**src/rtl/pulse_stretcher.sv**
```systemverilog
// Stretches a single-cycle trigger into a registered pulse of len cycles, followed by GAP forced-low cycles.
// Optional macro PULSE_STRETCHER_RETRIGGER_EN: a trigger while high reloads the pulse length.
module pulse_stretcher #(
    parameter int WIDTH = 8,
    parameter int GAP   = 2
) (
    input  logic             clk,
    input  logic             rst,
    input  logic             trig,
    input  logic [WIDTH-1:0] len,
    output logic             level_out,
    output logic             busy,
    output logic             done
);

    typedef enum logic [1:0] {
        S_IDLE = 2'd0,
        S_HIGH = 2'd1,
        S_GAP  = 2'd2
    } state_t;

    localparam logic [WIDTH-1:0] GAP_LEN = WIDTH'(GAP);

    state_t           state, state_nxt;
    logic [WIDTH-1:0] cnt, cnt_nxt;
    logic             level_nxt, done_nxt;
    logic             pend, pend_nxt;
    logic [WIDTH-1:0] plen, plen_nxt;
    logic             retrig;

    // A requested length of zero still produces one high cycle.
    function automatic logic [WIDTH-1:0] sat_len(input logic [WIDTH-1:0] l);
        return (l == '0) ? WIDTH'(1) : l;
    endfunction

`ifdef PULSE_STRETCHER_RETRIGGER_EN
    assign retrig = trig;
`else
    assign retrig = 1'b0;
`endif

    assign busy = (state != S_IDLE);

    always_comb begin
        state_nxt = state;
        cnt_nxt   = cnt;
        level_nxt = level_out;
        done_nxt  = 1'b0;
        pend_nxt  = pend;
        plen_nxt  = plen;
        case (state)
            S_IDLE: begin
                if (trig) begin
                    state_nxt = S_HIGH;
                    cnt_nxt   = sat_len(len);
                    level_nxt = 1'b1;
                end
            end
            S_HIGH: begin
                // cnt holds the high cycles remaining, including the current one
                if (retrig) begin
                    cnt_nxt = sat_len(len);
                end else if (cnt > WIDTH'(1)) begin
                    cnt_nxt = cnt - WIDTH'(1);
                end else begin
                    level_nxt = 1'b0;
                    done_nxt  = 1'b1;
                    cnt_nxt   = GAP_LEN;
                    state_nxt = (GAP == 0) ? S_IDLE : S_GAP;
                end
            end
            S_GAP: begin
                if (cnt > WIDTH'(1)) begin
                    cnt_nxt = cnt - WIDTH'(1);
                    if (trig) begin
                        pend_nxt = 1'b1;
                        plen_nxt = len;
                    end
                end else begin
                    // A trigger in the final gap cycle wins over an older captured length
                    if (trig || pend) begin
                        state_nxt = S_HIGH;
                        cnt_nxt   = sat_len(trig ? len : plen);
                        level_nxt = 1'b1;
                    end else begin
                        state_nxt = S_IDLE;
                        cnt_nxt   = '0;
                    end
                    pend_nxt = 1'b0;
                end
            end
            default: begin
                state_nxt = S_IDLE;
                cnt_nxt   = '0;
                level_nxt = 1'b0;
                pend_nxt  = 1'b0;
            end
        endcase
    end

    always_ff @(posedge clk or negedge rst) begin
        if (!rst) begin
            state     <= S_IDLE;
            cnt       <= '0;
            level_out <= 1'b0;
            done      <= 1'b0;
            pend      <= 1'b0;
        end else begin
            state     <= state_nxt;
            cnt       <= cnt_nxt;
            level_out <= level_nxt;
            done      <= done_nxt;
            pend      <= pend_nxt;
        end
    end

    // Captured length is only meaningful while pend is set, so it needs no reset.
    always_ff @(posedge clk) begin
        plen <= plen_nxt;
    end

endmodule

```
**config.mk**
```make
export PLATFORM = sky130hd
export DESIGN_NAME = pulse_stretcher
export DESIGN_NICKNAME = d
export VERILOG_FILES = /design/src/rtl/pulse_stretcher.sv
export SDC_FILE = /design/constraint.sdc
export NUM_CORES = 1
export LEC_CHECK = 0
export CAP_MARGIN = 20
export CORE_AREA = 2 2 47 82
export DETAILED_ROUTE_END_ITERATION = 8
export DIE_AREA = 0 0 49 84
export PLACE_DENSITY_LB_ADDON = 0.25
export SYNTH_ARGS = -nofsm -noshare
export SYNTH_HDL_FRONTEND = slang
export SYNTH_SLANG_ARGS = --single-unit
```
**constraint.sdc**
```tcl
create_clock -name clk -period 3.3 [get_ports clk]
set_input_delay 0.33 -clock clk [delete_from_list [all_inputs] [get_ports clk]]
set_output_delay 0.33 -clock clk [all_outputs]
set_load 0.02 [all_outputs]
```
==> results of run 1 <==
## worst max-delay path, stage by stage, from the launching register on
cell,delay (ns)
dfrtp_1,0.42
inv_1,0.10
ha_1,0.29
or2_2,0.35
and3_1,0.29
nor2_1,0.58
## metrics by stage
step           setup WS [ns]  cell area [µm²]
6_report               0.887             1570
5_1_grt                0.715             1570
4_1_cts                0.862             1570
3_5_place_dp           0.868             1520
3_3_place_gp           0.919             1520
2_1_floorplan           1.21             1350
## cell usage after synthesis, drive strengths merged (4+ instances only)
library cell	instances	area share [%]
o21ai	18	6.7
nand2	15	4.2
dfrtp	13	24
inv	13	3.6
nor2	9	2.5
edfxtp	8	18
a21oi	7	2.6
nand3	6	2.6
and3	4	1.9
clkbuf	4	1.1
nor3	4	1.5
## final cells by class
cell class / count / share of cell area [%]
clock buffers: 4 / 2.88
inverters: 13 / 3.12
multi-input cells: 111 / 45.0
flip-flops and latches: 21 / 36.1
well taps: 46 / 3.67
repair buffers: 15 / 9.27
## registers in the layout (all words and copies together) (netlist names)
| signal | flops |
|---|---|
| cnt | 8 |
| done | 1 |
| level_out | 1 |
| pend | 1 |
| plen | 8 |
| state | 2 |
## worst max-delay path by stage
stage / startpoint / end / slack (ns)
floorplan: cnt[0]$_DFFE_PN0P_ / plen[0]$_DFFE_PP_ / 1.21
global placement: cnt[0]$_DFFE_PN0P_ / plen[2]$_DFFE_PP_ / 0.92
detailed placement: cnt[0]$_DFFE_PN0P_ / plen[2]$_DFFE_PP_ / 0.87
CTS: cnt[0]$_DFFE_PN0P_ / plen[2]$_DFFE_PP_ / 0.86
global route: cnt[0]$_DFFE_PN0P_ / plen[3]$_DFFE_PP_ / 0.72
finish: cnt[0]$_DFFE_PN0P_ / plen[2]$_DFFE_PP_ / 0.89
## power groups by stage
stage / clock network (mW) / registers [mW] / logic (mW)
after global placement: 0 / 0.447 / 0.491
after detailed placement: 0 / 0.450 / 0.509
final: 0.174 / 0.448 / 0.511
after floorplan: 0 / 0.427 / 0.379
after global routing: 0.185 / 0.462 / 0.567
after CTS: 0.176 / 0.445 / 0.512
## cells by family (layout without fill, tap and decap cells)
logic type | count (synthesis) | in the layout
and+or+nand+nor | 52 | 52
AOI/OAI and AO/OA | 50 | 50
DFF | 21 | 21
buffers and inverters | 19 | 32
muxes | 4 | 4
xor gates and xnor gates | 3 | 3
adders and majority gates | 2 | 2
## per-layer routing
layer	GRT usage, %	vias to the layer above	routed length (µm)
li1	-	576	-
met1	20.9	565	1420
met2	30.8	25	1840
met3	1.61	5	83
met4	7.79	0	52
met5	0	-	0
==> impl_summary.md, run 1 <==
Placement
During placement, the flow inserted port buffers numbering 13. The instance count after placement with tap cells included is 206. At the end of routability-driven placement, the weighted congestion stood at 0.837. The wire-length estimate of the detail-placed layout is 2610 µm.

Synth
The XOR/XNOR share of the synthesized area is 1.95%. Summing the areas of all compound-gate instances in the mapped netlist gives 24.7% of the synthesized area. Summing the areas of all fa, ha and maj instances in the mapped netlist gives 1.85% of the synthesized area. The Yosys warning count is 0. The simple-gate area share of the yosys netlist is 20.6%. Counting every instance in the synthesized netlist gives 151. In this run the mean area of a mapped cell was 8.94 µm².

Counting flops and latches in the post-synthesis netlist gives 21. The dominant combinational cell family by area after synthesis is compound AO/OA/AOI/OAI gates. After synthesis, the share of flip-flops with an asynchronous set or reset is 61.9%. The number of enable-type register cells in the synthesized netlist is 8. The cell area after synthesis is 1350 µm². Among all flip-flop cells after synthesis, the most frequent one is dfrtp_1. The number of nets produced by synthesis is 164. The share of the Yosys chip area taken by registers is 41.9%. Multiplexer cells account for 3.15% of the synthesized area. The synthesized netlist contains 48 unique library cells.

Setup path
The critical path in this run is classified as reg -> reg. Counting cells, the worst reg-to-reg path comes to 5. The worst setup path is launched from a register. Along the worst path, the maximum fanout reaches 9. The worst register-to-register path ends at plen[2]$_DFFE_PP_.

The data arrival time of the critical path is 2.31 ns. The worst setup slack for register-to-register paths is 0.89 ns. The worst flop-to-flop path startpoint is cnt[0]$_DFFE_PN0P_. The kind of capture point of the worst setup path is a register. The required time of the worst setup path is 3.20 ns.

Global routing
The number of antenna violations at the first check in global routing is 0. Entering global routing, the biggest net connects 19 pins. In the global route stage, overall resource usage came out at 17.4%. Global routing finished with a remaining overflow of 0. The first global-routing pass estimated 5580 µm of wire. The via count of the first global-routing pass is 1145.

Pwr
The switching fraction of total power is 40.5%. Internal power comes to 0.675 mW. The share of power burned in registers is 39.5%.

The clock network accounts for 15.4% of the total power. For this design the total switching power over the nets is 0.458 mW. The power density over cell area is 723 nW/µm².

The maximum VDD drop is 0.000326 V. The final total power is 1.13 mW. The share of total power in combinational logic is 45.1%. For this design the static power due to leakage is 0.625 nW.

Status
The flow ran to the end, and the final reports show no timing, DRC or antenna violations.

Routing
The detailed router finished its first iteration with 36 violations. The via total after detailed routing is 1171. The average wire per cell in the routed design is 16.2 µm. The total routed wirelength is 3400 µm.

The number of optimization iterations in the first detailed-route pass is 4. After detailed routing, the number of remaining DRC violations is 0. Using the TritonRoute via totals, the vias-per-cell ratio works out to 5.58. The count of antenna-violating nets left after detailed routing is 0.

Floorplanning
The height of the chip is 84 µm. The floorplan step defined a die boundary enclosing 4120 µm². The floorplan die width is 49 µm.

Row generation in the floorplan step produced 29 rows. In this run the count of I/O pins placed on the die edge is 14. The region available for standard cell placement spans 3520 µm². For this configuration, the core starts out at a cell density of 38.4%.

Layout
Leaving out fill and tap cells, the most frequent cells in the layout are 16 x o21ai_0, 15 x nand2_1, 13 x inv_1, 13 x dfrtp_1, 13 x clkdlybuf4s50_1. The repair_antennas step left the layout with diodes totalling 0. The share of final-layout standard cells stronger than drive strength 1 is 9.76%. The storage element area is 566 µm². The count of placed standard cells in the final layout, fillers left out is 210. At the end of the flow, the number of nets in the layout was 178. The filler cell count in the final layout is 362. The area overhead of the layout relative to synthesis is 16.0%. The final cell utilization of the core is 44.5%. Summing all multi-input logic gate instances after layout gives 704 µm².

The most common library cell in the layout ignoring fill and taps is o21ai_0.

Timing
On the final layout, the worst clock skew is 0.00667 ns. Setup violations remaining at the end of the flow were counted as 0. The final number of max-transition violations is 0. For the pin with the worst max-slew slack, the measured transition is 0.692 ns.

The final-report hold violation count was 0. Static timing analysis puts the maximum clock frequency at 0.415 GHz. The final-layout setup total negative slack is 0 ns. The smallest clock period supported by the final layout is computed as 2.41 ns.

Measured against its own limit, the worst slew margin works out to 53.7%. Setup repair after global routing left no endpoint under its margin. The final critical-path share of the clock period is 73.1%.

Hold timing on the final database bottoms out at a slack of 0.463 ns.

Clock tree
No sink is reached through more buffers than the 2 on the longest clock path. In this run the number of H-tree levels came out at 1. The root buffer cell chosen for the clock tree is clkbuf_8.

The total clock sinks is 21. The TritonCTS buffer count is 3. The clock reaches the later pin of the worst-skew pair after 0.27 ns. The number of hold buffers added after CTS was 0.

Once the clock tree was built, the resizer swapped 0 gates to a different size. The number of post-CTS setup repair buffers is 0. TritonCTS built the clock tree. The clock-pin slew on the worst setup and hold paths is 0.08 ns.

Flow run
Max-cap violations in this run came to 0.

Hold path
The worst hold path belongs to the class in -> async.
No activity file was read; power rests on OpenSTA's default activity.
==> run 2, diff against run 1 <==
Clock period 3.3 ns to 2.45 ns, I/O delays scaled along.
==> impl_summary.md, run 2 (synthesized netlist as in run 1, its figures left out) <==
Status
The flow ran to the end, and the final reports show no timing, DRC or antenna violations.

Routing
The average wire per cell in the routed design is 15.8 µm (-2.3%). The number of DRC violations after detailed routing is 0 (unchanged). The number of design-rule violations left by the first detailed-router iteration is 31 (-14%). The per-cell via count in the routed design was 5.54 (-0.61%). The count of antenna-violating nets left after detailed routing is 0 (unchanged). The number of optimization iterations in the first detailed-route pass is 4 (unchanged).

The via total after detailed routing was 1186 (+1.3%). The total routed wirelength is 3380 µm (-0.44%).

Clock tree
The clock-pin slew on the worst setup and hold paths is 0.08 ns (about the same). The clock root buffer master is clkbuf_8. The total clock sinks is 21 (unchanged). TritonCTS built the clock tree. The number of post-CTS setup repair buffers was 0 (unchanged). The post-cts gate resize count came to 0 (unchanged). The H-tree depth is 1 (unchanged). The maximum buffer depth of the clock tree came to 2 (unchanged).

The TritonCTS buffer count is 3 (unchanged). The source-to-sink clock delay at the later pin of the worst-skew pair is 0.27 ns (about the same). The post-cts hold buffer count came to 0 (unchanged).

Flow run
The number of max-capacitance violations reported was 0 (unchanged).

Floorplanning
The number of cell rows is 29 (unchanged). The effective utilization at floorplan was 38.4% (unchanged). The I/O pin total is 14 (unchanged). The floorplan die width is 49 µm (unchanged).

The height of the chip is 84 µm (unchanged). The area of the die is 4120 µm² (unchanged). The placeable core area is 3520 µm² (unchanged).

Timing
The final number of max-transition violations is 0 (unchanged). Of the available clock period, the critical path in the final layout requires 83.1%. The final-report hold violation count is 0 (unchanged). The least setup slack across all paths after layout is 0.415 ns (-0.472 ns). The final-layout setup total negative slack is 0 ns (unchanged). Based on the critical path, the design can be clocked at up to 0.491 GHz. The largest clock skew in the final design was 0.00383 ns (-0.00284 ns). The hold slack came to 0.361 ns (-0.102 ns). The remaining max-slew budget at the tightest pin is 58.1% (+4.3 points). The clock period could shrink to 2.03 ns. Setup repair after global routing left no endpoint under its margin.

The final count of negative-setup-slack endpoints is 0 (unchanged). The actual transition at the worst max-transition pin is 0.627 ns (-0.0645 ns).

Pwr
The leakage power total came to 0.649 nW (+3.8%). The maximum VDD drop is 0.000574 V (+76%). The power density over cell area was 968 nW/µm² (+34%). The final total power is 1.55 mW (+37%).

Placement
The routability congestion estimate was 0.839 (+0.23%). The instance count after placement with tap cells included was 210 (+1.9%). The worst setup slack before clock tree synthesis is 0.477 ns (-0.391 ns).

The total of buffers placed on input and output ports was 13 (unchanged). The area after detailed placement is 1550 µm² (+2.0%). The total half-perimeter wirelength after legalization and detailed placement is 2620 µm (+0.54%).

Global routing
The aggregate global routing overflow is 0 (unchanged). The via count of the first global-routing pass is 1171 (+2.3%). The largest net degree at the start of global routing is 33 (+14). The first-pass GRT wire length is 5670 µm (+1.6%).

The overall routing resource usage is 17.9% (+0.52 points). The number of antenna violations at the first check in global routing is 0 (unchanged).

Layout
In the layout the commonest cells are 16 x o21ai_0, 15 x nand2_1, 13 x inv_1, 13 x dfrtp_1, 13 x clkdlybuf4s50_1. The area growth from synthesis to layout is 18.4%. The count of placed standard cells in the final layout, fillers left out is 214 (+1.9%). The final cell utilization of the core came to 45.4% (+0.89 points). The total non-filler cell area in the finished layout is 1600 µm² (+2.0%). In the final layout, the registers with the most flip-flops are cnt x8, plen x8, state x2.

The post-layout net count is 182 (+2.2%). The share of final-layout standard cells stronger than drive strength 1 was 12.5% (+2.7 points). The library cell used most frequently in the layout, excluding fill and tap cells, is o21ai_0. The number of diodes is 0 (unchanged).

Setup path
Traced cell by cell, the critical path runs through nor2_1, inv_1, clkdlybuf4s50_1. The slowest cell on the critical path is clkdlybuf4s50_1. The largest fanout on the critical path was 15 (+6).

The largest stage delay on the critical path came to 0.63 ns (+0.05 ns). The worst setup path is launched from a register. The required time of the worst setup path was 2.20 ns (-1.00 ns). The worst setup path is captured at a primary output.

The critical setup path kind is reg -> out. The data arrival time of the critical path is 1.79 ns (-0.52 ns).

Hold path
The path class of the lowest-slack min-delay path is in -> async.
==> run 2: power by group <==
group | total (mW) | leakage, nW | switching [mW] | internal, mW
Combinational | 0.723 | 0.396 | 0.371 | 0.352
Sequential | 0.589 | 0.227 | 0.129 | 0.459
Clock | 0.235 | 0.0255 | 0.122 | 0.114
Total | 1.55 | 0.649 | 0.621 | 0.925
==> run 2: worst paths after layout <==
check / from / slack [ns] / to / cells past startpoint
setup / recovery: state[1]$_DFFE_PN0P_ / 0.42 / busy / 3
min in group clk: level_out$_DFFE_PN0P_ / 0.55 / level_out$_DFFE_PN0P_ / 1
hold reg to reg: level_out$_DFFE_PN0P_ / 0.55 / level_out$_DFFE_PN0P_ / 1
max in group asynchronous: rst / 1.68 / state[1]$_DFFE_PN0P_ / 1
hold / removal: rst / 0.36 / cnt[7]$_DFFE_PN0P_ / 1
setup reg to reg: cnt[4]$_DFFE_PN0P_ / 0.42 / state[1]$_DFFE_PN0P_ / 5
==> run 2: routing by layer <==
metal  global-route usage (%)  wire length (µm)  up-vias
li1                         -                 -      583
met1                     19.6              1360      569
met2                     32.4              1810       24
met3                     2.69                97       10
met4                     9.35               116        0
met5                        0                 0        -
==> run 2: final cells by class <==
type / count / area [µm²]
inverters: 13 / 48.8
flip-flops and latches: 21 / 566
fillers: 345 / 1920
multi-input cells: 111 / 704
clock buffers: 3 / 41.3
clock inverters: 1 / 5.00
repair buffers: 19 / 175
well taps: 46 / 57.6
==> run 2: worst max-delay path, delay by kind of cell, from the launching register on <==
family,cells,cell delay (ns)
buffers and inverters,2,0.80
and+or+nand+nor,1,0.14
DFF,1,0.59
==> run 3, diff against run 2 <==
Clock period 2.45 ns to 2 ns, I/O delays scaled along.
==> impl_summary.md, run 3 (synthesized netlist as in run 1, its figures left out) <==
Clock tree
The TritonCTS buffer count is 3 (unchanged). The H-tree depth came to 1 (unchanged). The cell sitting at the root of the clock tree is a clkbuf_8. The source-to-sink clock delay at the later pin of the worst-skew pair came to 0.26 ns (about the same).

The clock-pin slew on the worst setup and hold paths is 0.08 ns (about the same). The maximum buffer depth of the clock tree came to 2 (unchanged). The number of post-CTS setup repair buffers is 0 (unchanged). The total clock sinks was 21 (unchanged). TritonCTS built the clock tree.

Routing
The number of optimization iterations in the first detailed-route pass is 4 (unchanged). The number of design-rule violations left by the first detailed-router iteration was 38 (+23%). The average wire per cell in the routed design is 16.5 µm (+4.2%). The total routed wirelength is 3600 µm (+6.6%). The count of antenna-violating nets left after detailed routing was 0 (unchanged).

The per-cell via count in the routed design was 5.83 (+5.1%). The number of DRC violations after detailed routing is 0 (unchanged). The via total after detailed routing was 1276 (+7.6%).

Setup path
The largest stage delay on the critical path is 0.40 ns (-0.23 ns). The kind of capture point of the worst setup path is a register. The logic depth of the worst path, buffers included is 7 (+4). The buffer and inverter count on the worst path is 1 (-1). The number of cells on the worst reg-to-reg path is 7 (+2).

The critical path goes through inv_1, ha_1, or2_2, and2_4, a32o_1, a221o_2, o221ai_1. The slowest cell on the critical path is dfrtp_1. In this design, the largest share of critical-path delay is due to compound AO/OA/AOI/OAI gates. The required time of the worst setup path is 2.17 ns (-0.03 ns). The largest fanout on the critical path is 4 (-11). STA classifies the critical path startpoint as a register. The critical setup path kind is reg -> reg. The data arrival time of the critical path is 2.13 ns (+0.34 ns).

Floorplanning
The number of cell rows is 29 (unchanged). The I/O pin total came to 14 (unchanged). The area of the die is 4120 µm² (unchanged). The effective utilization at floorplan was 38.4% (unchanged).

The floorplan die width is 49 µm (unchanged). The placeable core area is 3520 µm² (unchanged). The height of the chip is 84 µm (unchanged).

Timing
In the finished design, the share of the clock period the worst path needs comes to 97.8%. The largest clock skew in the final design is 0.00249 ns (-0.00134 ns). The routed design could run at a clock period as short as 1.96 ns. The least setup slack across all paths after layout came to 0.0436 ns (-0.371 ns). The actual transition at the worst max-transition pin is 0.656 ns (+0.0288 ns). The final-layout setup total negative slack is 0 ns (unchanged).

The final number of max-transition violations is 0 (unchanged). Setup repair after global routing left no endpoint under its margin. The highest attainable clock frequency is 0.511 GHz.

The hold slack is 0.333 ns (-0.0274 ns). The final-report hold violation count is 0 (unchanged). The final count of negative-setup-slack endpoints is 0 (unchanged). The remaining max-slew budget at the tightest pin came to 56.1% (-1.9 points).

Placement
The area after detailed placement is 1600 µm² (+3.4%). The worst setup slack before clock tree synthesis is 0.0488 ns (-0.428 ns). The total of buffers placed on input and output ports is 13 (unchanged). The total half-perimeter wirelength after legalization and detailed placement is 2770 µm (+5.6%). The routability congestion estimate is 0.857 (+2.2%).

Layout
In the final layout, the registers with the most flip-flops are cnt x8, plen x8, state x2. The footprint of the multi-input gates was 711 µm² (+0.89%). The filler cell count in the final layout was 347 (+0.58%).

The top cell types in the final layout, fill and taps aside, are 16 x o21ai_0, 15 x nand2_1, 13 x inv_1, 13 x dfrtp_1, 13 x clkdlybuf4s50_1. The post-layout net count is 187 (+2.7%). The total non-filler cell area in the finished layout is 1650 µm² (+3.5%). The storage element area is 566 µm² (unchanged).

The most common library cell in the layout ignoring fill and taps is o21ai_0. Relative to the synthesized area, the layout overhead comes to 22.5%. The number of diodes came to 0 (unchanged). The final cell utilization of the core is 47.0% (+1.6 points). The share of final-layout standard cells stronger than drive strength 1 is 16.8% (+4.3 points).

Global routing
The number of antenna violations at the first check in global routing is 0 (unchanged). The first-pass GRT wire length came to 6020 µm (+6.2%). The largest net degree at the start of global routing came to 33 (unchanged). The aggregate global routing overflow is 0 (unchanged). The overall routing resource usage was 18.7% (+0.82 points). The via count of the first global-routing pass is 1291 (+10%).

Pwr
The share of power burned in registers was 35.8% (-2.3 points). The leakage power total came to 0.679 nW (+4.6%). The clock power share is 14.8% (-0.4 points). The share of total power in combinational logic is 49.4% (+2.7 points).

The power density over cell area is 1190 nW/µm² (+23%). The internal power consumption is 1.18 mW (+27%). The switching fraction of total power is 40.1% (-0.079 points). The maximum VDD drop is 0.000546 V (-5.0%). The switching power of the nets was 0.787 mW (+27%).

Hold path
The path class of the tightest hold or removal check is in -> async.

Flow run
The number of max-capacitance violations reported is 0 (unchanged).

Status
The flow ran to the end, and the final reports show no timing, DRC or antenna violations.
run 3: cell count changes in the layout (fill, tap and decap cells not counted), sizes merged:
| cell | previous run | this run |
|---|---|---|
| buf | 6 | 11 |
run 3: per-layer routing:
metal | wire length (µm) | global-route usage, % | up-vias
li1 | - | - | 593
met1 | 1390 | 20.3 | 633
met2 | 1960 | 34.2 | 42
met3 | 145 | 2.33 | 8
met4 | 106 | 10.1 | 0
met5 | 0 | 0 | -
run 3: path summary, 6_finish.rpt:
kind	startpoint	to	slack, ns
worst min register to register	level_out$_DFFE_PN0P_	level_out$_DFFE_PN0P_	0.55
worst max register to register	cnt[0]$_DFFE_PN0P_	cnt[7]$_DFFE_PN0P_	0.04
worst min-delay path	rst	cnt[7]$_DFFE_PN0P_	0.33
worst max-delay path	cnt[0]$_DFFE_PN0P_	cnt[7]$_DFFE_PN0P_	0.04
max in group asynchronous	rst	cnt[3]$_DFFE_PN0P_	1.25
min in group clk	level_out$_DFFE_PN0P_	level_out$_DFFE_PN0P_	0.55
run 3: power by group through the flow:
stage	sequential [mW]	clock, mW	combinational, mW
after floorplan	0.704	0	0.626
after global placement	0.705	0	0.914
after detailed placement	0.712	0	0.935
after CTS	0.703	0.295	0.947
after global routing	0.716	0.314	1.05
final	0.703	0.291	0.969
run 3: metrics by stage:
stage / instances / total power [mW]
global route: 219 / 2.08
CTS: 219 / 1.95
finish: 219 / 1.96
floorplan: 151 / 1.33
detailed placement: 215 / 1.65
global placement: 215 / 1.62
run 3: timing repair:
item	4_1_cts	5_1_grt
hold buffers	0	0
setup endpoints to repair	0	2
resized for setup	0	2
run 3: layout make-up:
cell class / count / area share [%]
inverters: 13 / 2.95
clock inverters: 1 / 0.303
well taps: 46 / 3.48
clock buffers: 3 / 2.50
multi-input cells: 111 / 43.0
flip-flops and latches: 21 / 34.2
repair buffers: 24 / 13.6
